**config.mk**
```make
export PLATFORM = sky130hd
export DESIGN_NAME = shift_seq_ctrl_flat
export DESIGN_NICKNAME = d
export VERILOG_FILES = /design/src/rtl/shift_seq_ctrl_if.sv /design/src/rtl/shift_seq_ctrl.sv /design/src/flat_wrapper.sv
export SDC_FILE = /design/constraint.sdc
export NUM_CORES = 1
export LEC_CHECK = 0
export ABC_AREA = 1
export CAP_MARGIN = 20
export CORE_MARGIN = 2
export CORE_UTILIZATION = 46
export CTS_CLUSTER_DIAMETER = 30
export CTS_CLUSTER_SIZE = 24
export DETAILED_ROUTE_END_ITERATION = 8
export PLACE_DENSITY_LB_ADDON = 0.1
export SKIP_CTS_REPAIR_TIMING = 1
export SKIP_LAST_GASP = 1
export SLEW_MARGIN = 30
export SYNTH_ARGS = -nofsm -noshare
export SYNTH_HDL_FRONTEND = slang
export SYNTH_SLANG_ARGS = --single-unit
```
**constraint.sdc**
```tcl
create_clock -name clk -period 1.6 [get_ports clk]
set_input_delay 0.24 -clock clk [delete_from_list [all_inputs] [get_ports clk]]
set_output_delay 0.24 -clock clk [all_outputs]
set_load 0.005 [all_outputs]
```
**src/rtl/shift_seq_ctrl_if.sv**
```systemverilog
// Request/result handshake bundle for shift_seq_ctrl.
// The master drives requests and consumes results; the slave is the controller.
interface shift_seq_ctrl_if;
    logic       in_valid;
    logic       in_ready;
    logic [7:0] a;
    logic [1:0] op;
    logic [2:0] amt;
    logic       abort;
    logic       out_valid;
    logic       out_ready;
    logic [7:0] result;
    logic       busy;

    modport master (
        output in_valid,
        output a,
        output op,
        output amt,
        output abort,
        output out_ready,
        input  in_ready,
        input  out_valid,
        input  result,
        input  busy
    );

    modport slave (
        input  in_valid,
        input  a,
        input  op,
        input  amt,
        input  abort,
        input  out_ready,
        output in_ready,
        output out_valid,
        output result,
        output busy
    );
endinterface

```
**src/rtl/shift_seq_ctrl.sv**
```systemverilog
// Multi-cycle shift/rotate sequencer: accepts an operand, applies one 1-bit
// shift or rotate per cycle for amt cycles, then presents the result until it
// is taken. abort cancels any operation; result keeps its last value.
module shift_seq_ctrl (
    input  logic                   clk,
    input  logic                   rst,
    shift_seq_ctrl_if.slave        bus
);

    typedef enum logic [1:0] {
        StIdle  = 2'd0,
        StShift = 2'd1,
        StDone  = 2'd2
    } state_e;

    localparam logic [1:0] OpShr = 2'b00;
    localparam logic [1:0] OpShl = 2'b01;
    localparam logic [1:0] OpRor = 2'b10;
    localparam logic [1:0] OpRol = 2'b11;

    state_e     state_q;
    logic [7:0] result_q;
    logic [2:0] cnt_q;
    logic [1:0] op_q;
    logic [2:0] amt_q;

    // One 1-bit step of the latched operation.
    function automatic logic [7:0] step(input logic [7:0] r, input logic [1:0] o);
        logic [7:0] s;
        unique case (o)
            OpShr:   s = {1'b0, r[7:1]};
            OpShl:   s = {r[6:0], 1'b0};
            OpRor:   s = {r[0], r[7:1]};
            OpRol:   s = {r[6:0], r[7]};
            default: s = r;
        endcase
        return s;
    endfunction

    // Sequencer FSM; abort overrides accept, step and result hand-off.
    always_ff @(posedge clk or negedge rst) begin
        if (!rst) begin
            state_q  <= StIdle;
            result_q <= 8'h00;
            cnt_q    <= 3'd0;
            op_q     <= OpShr;
            amt_q    <= 3'd0;
        end else if (bus.abort) begin
            state_q <= StIdle;
            cnt_q   <= 3'd0;
        end else begin
            unique case (state_q)
                StIdle: begin
                    if (bus.in_valid) begin
                        result_q <= bus.a;
                        op_q     <= bus.op;
                        amt_q    <= bus.amt;
                        cnt_q    <= bus.amt;
                        state_q  <= StShift;
                    end
                end
                StShift: begin
                    // cnt only decrements when non-zero, so it never wraps.
                    if (cnt_q != 3'd0) begin
                        result_q <= step(result_q, op_q);
                        cnt_q    <= cnt_q - 3'd1;
                    end else begin
                        state_q <= StDone;
                    end
                end
                StDone: begin
                    if (bus.out_ready) begin
                        state_q <= StIdle;
                    end
                end
                default: begin
                    state_q <= StIdle;
                    cnt_q   <= 3'd0;
                end
            endcase
        end
    end

    // Status flags decode straight from the state register so reset clears them
    // without waiting for a clock.
    assign bus.in_ready  = (state_q == StIdle);
    assign bus.out_valid = (state_q == StDone);
    assign bus.busy      = (state_q != StIdle);
    assign bus.result    = result_q;

    // Remaining steps can never exceed the step count captured at accept.
    cnt_bounded_a : assert property (
        @(posedge clk) disable iff (!rst) (state_q == StShift) |-> (cnt_q <= amt_q)
    );

    // The state register only ever holds one of the three encoded states.
    state_legal_a : assert property (
        @(posedge clk) disable iff (!rst)
        (state_q == StIdle) || (state_q == StShift) || (state_q == StDone)
    );

endmodule
```
**src/flat_wrapper.sv**
```systemverilog
// flat-port wrapper written by rule: the top's interface ports become plain ports
module shift_seq_ctrl_flat 
  (clk, rst, bus_in_valid, bus_a, bus_op, bus_amt, bus_abort, bus_out_ready, bus_in_ready, bus_out_valid, bus_result, bus_busy);
  shift_seq_ctrl_if bus_i ();
  input  logic clk;
  input  logic rst;
  input wire logic [$bits(bus_i.in_valid)-1:0] bus_in_valid;
  input wire logic [$bits(bus_i.a)-1:0] bus_a;
  input wire logic [$bits(bus_i.op)-1:0] bus_op;
  input wire logic [$bits(bus_i.amt)-1:0] bus_amt;
  input wire logic [$bits(bus_i.abort)-1:0] bus_abort;
  input wire logic [$bits(bus_i.out_ready)-1:0] bus_out_ready;
  output wire logic [$bits(bus_i.in_ready)-1:0] bus_in_ready;
  output wire logic [$bits(bus_i.out_valid)-1:0] bus_out_valid;
  output wire logic [$bits(bus_i.result)-1:0] bus_result;
  output wire logic [$bits(bus_i.busy)-1:0] bus_busy;
  assign bus_i.in_valid = bus_in_valid;
  assign bus_i.a = bus_a;
  assign bus_i.op = bus_op;
  assign bus_i.amt = bus_amt;
  assign bus_i.abort = bus_abort;
  assign bus_i.out_ready = bus_out_ready;
  assign bus_in_ready = bus_i.in_ready;
  assign bus_out_valid = bus_i.out_valid;
  assign bus_result = bus_i.result;
  assign bus_busy = bus_i.busy;
  shift_seq_ctrl u_core (.clk(clk), .rst(rst), .bus(bus_i));
endmodule
```
==> metrics.txt <==
status finished clean; fin util 0.6958; Bufs on Longest Clock Path 2; initial antenna violation count 0; largest family of logic cells by synthesized area simple AND/OR/NAND/NOR gates; vias in the first global route around 900; reg2reg start u_core.state_q[1]$_DFFE_PN0P_; worst vdd ir slightly above 1 mV; max_cap viols 0; Synth Register Bits 15; Final #Nets slightly above 200; Post-Synth XOR/XNOR Area 0; Slew headroom 0.7940; Worst-Margin Slew 0.3090 ns; Clock Skew between 0.002 and 0.0025 ns; end of the worst register-to-register path u_core.bus.result[1]$_DFFE_PN0P_; Sw Pwr 767.1 µW; Crit path arrival time between 1 and 1.5 ns; clk root buf clkbuf_4; Mapped Cells between 100 and 150; Total Routing Usage GR 0.2033; Crit Path Max Fanout 3; multiplexer share of the synthesized area 0; leakage power 0.7728 nW; Core ar. just under 2000 µm²; CTS Sinks 15; Post-synth ARST share 1.000; Starting Density 0.4885; chip height slightly below 50 µm; Synth Cell Area approximately 960 µm²; Synth Area in Compound Gates 0.01828; Clock transition at path regs approximately 0.090 ns; routed len/inst between 10 and 15 µm; top post-synthesis cells by area dfrtp_1 (39%), nand2_1 (29%), nand3_1 (10%); Warnings, synthesis 0; H-tree Lvls 1; CTS tree built; HPWL after DPL between 1.5 and 2 mm; Hold Violations, Final 0; Post-Synth Simple-Gate Area 0.4634; Layout area overhead 42.43%; post-route cell area 1365 µm²; proportion of layout cells with a drive suffix above 1 0.1326; internal cell power roughly 1.1 mW; syn avg cell area approximately 6.7 µm²; Main synth FF type dfrtp_1; clock power share 0.119; num rows 16; initial DRC count 26; number of I/O pins 29; Seq/Total Area, Yosys 0.3916; worst hold slack 0.2661 ns; logic gate share of total power 0.525; Via Count between 1000 and 1500; Vias/cell just under 5; count leader, synth nand2_1; Remaining Overflow, GRT 0; switching portion of total power 0.4025; worst reg2reg path depth 8; max-slew violations 0; startpoint types register; critical path endpoint category output pin; Skew-Pair Late Insertion Delay around 0.29 ns; Post-Route WL 2.333 mm; synth unique cells 17; most instantiated cells after synthesis nand2_1 (73), nand3_1 (20), inv_1 (16); area fraction of the dominant cell type after synthesis 0.3916; residual DRC count 0; Post-DRT Antenna Nets 0; r2r setup slk about 0.17 ns; die area between 2000 and 2500 µm²; first-pass GRT wire length 3.857 mm; largest net degree at the start of global routing 16; crit path time final about 1.5 ns; cell taking the most area after synthesis dfrtp_1; Chip Width between 40 and 50 µm; Final GP Congestion 0.8276; Hold WC Path Type in2async; placed standard-cell area about 1300 µm²; Critical Path RT ~1.4 ns; PD cells between 1000 and 1500 nW/µm²; unrepaired setup endpoints after global routing false; Pwr Total 1.906 mW; Syn Nets 163; Sequential Power Share 0.356; fin crit share 0.9376; EDFF count, synth 0; Setup Viol. Count Final 0; Ant. Diodes 0; f_max 666.6 MHz; cts bufs inserted 3; DR pass1 iterations 4; PortBufs 28; area share of fa/ha/maj cells after synthesis 0.02611; WS Path Type reg2out
sequential cells by signal, summed over array words and instances (netlist names):
register / cells
u_core.bus.result: 8
u_core.cnt_q: 3
u_core.op_q: 2
u_core.state_q: 2
per-layer routing:
layer / routed length [µm] / track usage
met2: 1047 / 0.3022
met5: 0 / 0
met1: 1140 / 0.2841
met4: 57 / 0.09722
met3: 89 / 0.03636
cell type report:
class / count / area, µm²
fillers: 178 / 596.8
multi-input cells: 106 / 496.7
flip-flops and latches: 15 / 377.9
repair buffers: 36 / 347.8
inverters: 20 / 82.58
well taps: 27 / 33.78
clock buffers: 4 / 26.28
through the flow:
step | TNS (ns) | instances | setup WS [ns]
after floorplan | 0 | 143 | 0.3437
after global placement | 0 | 199 | 0.1589
after detailed placement | 0 | 199 | 0.1176
after CTS | -0.4692 | 203 | -0.2009
after global routing | 0 | 208 | 0.03830
final | 0 | 208 | 0.09986
power groups by stage:
stage / Sequential [mW] / Combinational [mW] / Clock [mW]
6_report: 0.679 / 1.00 / 0.227
5_1_grt: 0.702 / 1.14 / 0.251
4_1_cts: 0.681 / 0.955 / 0.232
3_5_place_dp: 0.688 / 0.951 / 0
3_3_place_gp: 0.681 / 0.930 / 0
2_1_floorplan: 0.652 / 0.560 / 0
cells by family after synthesis:
group	count (synthesis)
compound gates	3
fa+ha+maj	2
buf+inv	22
flops	15
simple gates	101
worst max-delay path: stages (launching register included):
cell	delay (ns)
dfrtp_2	0.45
buf_4	0.14
buf_4	0.13
nand2_2	0.08
inv_1	0.04
dlymetal6s2s_1	0.14
placed cells by master (no fill, tap or decap), types with 3 or more instances in the layout:
cell / Yosys / layout
dfrtp_1: 15 / 13
nand2_1: 73 / 72
dlymetal6s2s_1: 0 / 3
clkdlybuf4s50_1: 0 / 25
inv_1: 16 / 16
clkbuf_4: 0 / 3
nand3_1: 20 / 20
nor2_4: 2 / 3
buf_4: 0 / 8
worst max path at each step:
stage | from | to | slack [ns] | cells past startpoint
after floorplan | u_core.cnt_q[0]$_DFFE_PN0P_ | u_core.bus.result[4]$_DFFE_PN0P_ | 0.34 | 8
after global placement | bus_abort | u_core.cnt_q[2]$_DFFE_PN0P_ | 0.16 | 6
after detailed placement | u_core.state_q[0]$_DFFE_PN0P_ | bus_out_valid | 0.12 | 4
after CTS | u_core.state_q[0]$_DFFE_PN0P_ | bus_out_valid | -0.20 | 4
after global routing | u_core.cnt_q[0]$_DFFE_PN0P_ | u_core.bus.result[4]$_DFFE_PN0P_ | 0.04 | 8
final | u_core.state_q[1]$_DFFE_PN0P_ | bus_out_valid | 0.1 | 5
Power figures use the tool's default switching activity.
